<file path="src/rtl/hazard_ctrl_if.sv">
// Hazard-control bundle: decode-stage operands, E/M producer info, MD start, and the stall/busy results.
interface hazard_ctrl_if;
    logic [4:0]  D_rs;
    logic [4:0]  D_rt;
    logic [1:0]  D_Tuse_rs;
    logic [1:0]  D_Tuse_rt;
    logic        D_is_md;
    logic [4:0]  E_A3;
    logic [4:0]  M_A3;
    logic [1:0]  E_Tnew;
    logic [1:0]  M_Tnew;
    logic        E_md_start;
    logic        E_md_div;
    logic        Req;
    logic        stall;
    logic        E_clr;
    logic        md_busy;
    logic [15:0] stall_cycles;

    // The pipeline side drives the operands and consumes the stall decision.
    modport master (
        output D_rs, D_rt, D_Tuse_rs, D_Tuse_rt, D_is_md,
        output E_A3, M_A3, E_Tnew, M_Tnew,
        output E_md_start, E_md_div, Req,
        input  stall, E_clr, md_busy, stall_cycles
    );

    modport slave (
        input  D_rs, D_rt, D_Tuse_rs, D_Tuse_rt, D_is_md,
        input  E_A3, M_A3, E_Tnew, M_Tnew,
        input  E_md_start, E_md_div, Req,
        output stall, E_clr, md_busy, stall_cycles
    );
endinterface

</file>
<file path="src/rtl/hazard_ctrl.sv">
// Pipeline hazard control: Tuse/Tnew data hazards plus multiply/divide busy tracking.
// Latency: stall/E_clr combinational; md_busy registered from the cycle after the MD start.
// Backpressure: stall freezes F/D and bubbles E; an exception request suppresses the stall.
module hazard_ctrl (
    input  logic         clk,
    input  logic         reset,
    hazard_ctrl_if.slave hz
);

    typedef enum logic {
        IDLE = 1'b0,
        BUSY = 1'b1
    } md_state_t;

    md_state_t  state;
    md_state_t  state_nxt;
    logic [3:0] cnt;
    logic [3:0] cnt_nxt;

    logic rs_hazard;
    logic rt_hazard;
    logic md_hazard;
    logic stall_int;

    // Register 0 is hard-wired to zero, so it can never carry a real dependence.
    always_comb begin
        rs_hazard = (hz.D_rs != 5'd0) &&
                    (((hz.D_rs == hz.E_A3) && (hz.E_Tnew > hz.D_Tuse_rs)) ||
                     ((hz.D_rs == hz.M_A3) && (hz.M_Tnew > hz.D_Tuse_rs)));
        rt_hazard = (hz.D_rt != 5'd0) &&
                    (((hz.D_rt == hz.E_A3) && (hz.E_Tnew > hz.D_Tuse_rt)) ||
                     ((hz.D_rt == hz.M_A3) && (hz.M_Tnew > hz.D_Tuse_rt)));
        md_hazard = hz.D_is_md && ((state == BUSY) || hz.E_md_start);
        stall_int = (rs_hazard || rt_hazard || md_hazard) && !hz.Req;
    end

    assign hz.stall   = stall_int;
    assign hz.E_clr   = stall_int;
    assign hz.md_busy = (state == BUSY);

    always_ff @(posedge clk or posedge reset) begin
        if (reset) begin
            state <= IDLE;
            cnt   <= 4'd0;
        end else begin
            state <= state_nxt;
            cnt   <= cnt_nxt;
        end
    end

    // A start is dropped if already busy or if the starting instruction is being flushed.
    always_comb begin
        state_nxt = state;
        cnt_nxt   = cnt;
        case (state)
            IDLE: begin
                if (hz.E_md_start && !hz.Req) begin
                    state_nxt = BUSY;
                    cnt_nxt   = hz.E_md_div ? 4'd10 : 4'd5;
                end
            end
            BUSY: begin
                cnt_nxt = cnt - 4'd1;
                if (cnt == 4'd1) begin
                    state_nxt = IDLE;
                end
            end
            default: begin
                state_nxt = IDLE;
                cnt_nxt   = 4'd0;
            end
        endcase
    end

    always_ff @(posedge clk or posedge reset) begin
        if (reset) begin
            hz.stall_cycles <= 16'd0;
        end else if (stall_int && (hz.stall_cycles != 16'hFFFF)) begin
            hz.stall_cycles <= hz.stall_cycles + 16'd1;
        end
    end

endmodule

</file>
<file path="src/flat_wrapper.sv">
// flat-port wrapper written by rule: the top's interface ports become plain ports
module hazard_ctrl_flat 
  (clk, reset, hz_D_rs, hz_D_rt, hz_D_Tuse_rs, hz_D_Tuse_rt, hz_D_is_md, hz_E_A3, hz_M_A3, hz_E_Tnew, hz_M_Tnew, hz_E_md_start, hz_E_md_div, hz_Req, hz_stall, hz_E_clr, hz_md_busy, hz_stall_cycles);
  hazard_ctrl_if hz_i ();
  input  logic clk;
  input  logic reset;
  input wire logic [$bits(hz_i.D_rs)-1:0] hz_D_rs;
  input wire logic [$bits(hz_i.D_rt)-1:0] hz_D_rt;
  input wire logic [$bits(hz_i.D_Tuse_rs)-1:0] hz_D_Tuse_rs;
  input wire logic [$bits(hz_i.D_Tuse_rt)-1:0] hz_D_Tuse_rt;
  input wire logic [$bits(hz_i.D_is_md)-1:0] hz_D_is_md;
  input wire logic [$bits(hz_i.E_A3)-1:0] hz_E_A3;
  input wire logic [$bits(hz_i.M_A3)-1:0] hz_M_A3;
  input wire logic [$bits(hz_i.E_Tnew)-1:0] hz_E_Tnew;
  input wire logic [$bits(hz_i.M_Tnew)-1:0] hz_M_Tnew;
  input wire logic [$bits(hz_i.E_md_start)-1:0] hz_E_md_start;
  input wire logic [$bits(hz_i.E_md_div)-1:0] hz_E_md_div;
  input wire logic [$bits(hz_i.Req)-1:0] hz_Req;
  output wire logic [$bits(hz_i.stall)-1:0] hz_stall;
  output wire logic [$bits(hz_i.E_clr)-1:0] hz_E_clr;
  output wire logic [$bits(hz_i.md_busy)-1:0] hz_md_busy;
  output wire logic [$bits(hz_i.stall_cycles)-1:0] hz_stall_cycles;
  assign hz_i.D_rs = hz_D_rs;
  assign hz_i.D_rt = hz_D_rt;
  assign hz_i.D_Tuse_rs = hz_D_Tuse_rs;
  assign hz_i.D_Tuse_rt = hz_D_Tuse_rt;
  assign hz_i.D_is_md = hz_D_is_md;
  assign hz_i.E_A3 = hz_E_A3;
  assign hz_i.M_A3 = hz_M_A3;
  assign hz_i.E_Tnew = hz_E_Tnew;
  assign hz_i.M_Tnew = hz_M_Tnew;
  assign hz_i.E_md_start = hz_E_md_start;
  assign hz_i.E_md_div = hz_E_md_div;
  assign hz_i.Req = hz_Req;
  assign hz_stall = hz_i.stall;
  assign hz_E_clr = hz_i.E_clr;
  assign hz_md_busy = hz_i.md_busy;
  assign hz_stall_cycles = hz_i.stall_cycles;
  hazard_ctrl u_core (.clk(clk), .reset(reset), .hz(hz_i));
endmodule
</file>
<file path="config.mk">
export PLATFORM = sky130hd
export DESIGN_NAME = hazard_ctrl_flat
export DESIGN_NICKNAME = d
export VERILOG_FILES = /design/src/rtl/hazard_ctrl_if.sv /design/src/rtl/hazard_ctrl.sv /design/src/flat_wrapper.sv
export SDC_FILE = /design/constraint.sdc
export NUM_CORES = 1
export LEC_CHECK = 0
export CAP_MARGIN = 20
export CORE_MARGIN = 3
export CORE_UTILIZATION = 40
export CTS_BUF_LIST = sky130_fd_sc_hd__clkbuf_8
export CTS_CLUSTER_SIZE = 25
export DETAILED_ROUTE_END_ITERATION = 8
export PLACE_DENSITY = 0.76
export SLEW_MARGIN = 0
export SYNTH_ARGS = -nofsm -noshare
export SYNTH_HDL_FRONTEND = slang
export SYNTH_SLANG_ARGS = --single-unit
</file>
<file path="constraint.sdc">
create_clock -name clk -period 5.45 [get_ports clk]
set_input_delay 0.545 -clock clk [delete_from_list [all_inputs] [get_ports clk]]
set_output_delay 0.545 -clock clk [all_outputs]
set_load 0.01 [all_outputs]
</file>
==> flow_summary.ini <==
[clock_network]
cts_tree = built
numCtsBuffers = 3
cts_buffer_depth = 2
root_buffer = clkbuf_8
clk_latency_ps = 260
clock_sinks = 21
ctsHoldBuffers = 0
clkSlewWorstSetupHoldPaths_ps = 70
htree_num_levels = 1
post_cts_resized = 0
postCtsSetupBuffers = 0

[logic_synthesis]
synth.top_cell.area_share = 0.3426
syn_inst = 160
async_reset_ff_frac = 1.000
synth_area_per_cell_um2 = 9.587
yosys_warnings = 0
syn_area_um2 = 1534
synthTopCellsByCount = 29 x xnor2_1, 21 x dfrtp_1, 11 x ha_1
ys_ff_latch = 21
synth_top_flop_cell = dfrtp_1
yosysUniqueCellTypes = 30
yosysMostFrequentCell = xnor2_1
yosys-top-cells-area = dfrtp_1 34%, xnor2_1 17%, ha_1 9.0%, nand3_2 4.6%, and3_1 4.1%
syn_nets = 205
synth_top_cell_by_area = dfrtp_1
yosysSeqAreaShare = 0.3426
synth_edf_count = 0

[detailed_routing]
drtIter0Drc = 55
drc = 0
num_vias = 1352
wl_mm = 3.625
detail-route-antenna-nets = 0
first_pass_iters = 4
via_per_inst = 5.220
wl_per_cell_um = 14.00

[worst_setup_path]
critPathLaunch = hz_D_Tuse_rt[1]
crit_type = in -> out
r2r_start = u_core.hz.stall_cycles[0]
cp.arrival_ps = 2970
cp.required_ps = 4910
cp_max_fo = 17
r2r_end = u_core.hz.stall_cycles[1]
reg2regPathDepth = 7
cp-start-kind = primary input
end_kind = output pin
r2r_setup_slack_ps = 3300

[floorplan]
row_count = 21
die_w_um = 67.93
die_h_um = 67.93
ioPinCount = 53
start_util = 0.4357
coreArea_um2 = 3521
design.die.area_um2 = 4614

[timing]
max_slew_margin = 0.4823
fmax_mhz = 284.9
finalSetupTns_ps = 0
tightest_slew_ps = 775.7
hold_viol = 0
rsz0062_at_grt = false
fin_ws_ps = 1940
finalMaxSlewViolations = 0
final-setup-viol-count = 0
period_share = 0.6441
skew_ps = 3.879
layout_min_cycle_time_ps = 3510

[pwr]
ir_drop_mv = 0.2567
finalPower_uw = 555.4
leakage_uw = 0.0009000
powerDensity_nw_per_um2 = 260.2

[global_routing]
globalRouteOverflowTotal = 0
grt_pass1_vias = 1223
grt_max_degree = 22
grt_pass1_wl_mm = 5.575
antenna_found_initial = 0
grt_use_total = 0.1582

[final_layout]
area_growth_pct = 39.15
insertedDiodeCount = 0
layout.nets = 259
stdcell_area_um2 = 2135
drive_gt1_frac = 0.06573
n_fill_cell = 316

[place]
portBuffers = 52
hpwl_mm = 2.796
place_ws_ps = 1930
place_area_um2 = 2090
place_congestion = 0.8157

[worst_hold_path]
min_from = u_core.hz.stall_cycles[11]
holdPathEnd = u_core.hz.stall_cycles[11]
min_path_cells = 1
hold_path.class = reg -> reg

[run_status]
status = complete, no violations

[job]
cap_violations = 0
## worst max-delay path, stage by stage
cell             delay (ps)
clkdlybuf4s50_1         450
inv_1                    50
ha_1                    300
nor2b_1                 140
o21ai_0                 100
a2111oi_2               220
o221ai_1                200
nand3_2                 330
clkdlybuf4s50_1         620
## routing by layer
layer	part of all wire	up-vias	wire, um	GRT usage
met3	0.090	4	328	0.03612
met1	0.47	625	1697	0.2155
met4	0.0072	0	26	0.04467
li1	-	670	-	-
met2	0.43	53	1573	0.2503
met5	0	-	0	0
## metrics by stage
step           hold slack (ps)    util  std cells
5_1_grt                  523.0  0.6063        259
3_5_place_dp             477.9  0.5935        255
2_1_floorplan            503.0       -        160
4_1_cts                  492.4  0.6063        259
6_report                 482.2  0.6063        259
3_3_place_gp             479.0  0.5935        255
## state kept, by name, indices dropped and copies added, names as in the netlist
register                flops
u_core.hz.md_busy           1
u_core.cnt                  4
u_core.hz.stall_cycles     16
## placed cells by master (no fill, tap or decap), types with 7 or more instances in the layout
cell,n
clkdlybuf4s50_1,52
nor2_1,10
dfrtp_1,21
inv_1,11
nand2_1,10
nand3_2,7
a21oi_1,7
xnor2_1,29
ha_1,11
and3_1,10
## power by group
group,internal [uW],switching (uW)
clock,50.1,48.1
sequential,193,43.3
combinational,126,94.7
total,369,186
## area by class of cell
class,instances,area (um^2),share of cell area
tap,46,57.56,0.02696
multi-input combinational,126,948.4,0.4443
sequential,21,525.5,0.2462
clock inverter,1,3.754,0.001758
timing repair buffer,52,520.5,0.2438
inverter,10,37.54,0.01758
clock buffer,3,41.29,0.01934
## worst max-delay path by stage
stage / to / slack [ps] / cells after the start
after floorplan: hz_stall / 3020 / 9
after global placement: hz_stall / 1950 / 9
after detailed placement: hz_E_clr / 1930 / 9
after CTS: hz_E_clr / 1930 / 9
after global routing: hz_E_clr / 1760 / 9
final: hz_E_clr / 1940 / 9
## cell families after synthesis
family / count (synthesis) / synth area share
AND/OR/NAND/NOR: 61 / 0.2374
flip-flops: 21 / 0.3426
AO/OA/AOI/OAI: 18 / 0.08157
adder cells (fa/ha/maj): 11 / 0.08972
buffers and inverters: 13 / 0.03915
multiplexers: 1 / 0.009785
XOR/XNOR: 35 / 0.1998
Power figures use the tool's default switching activity.
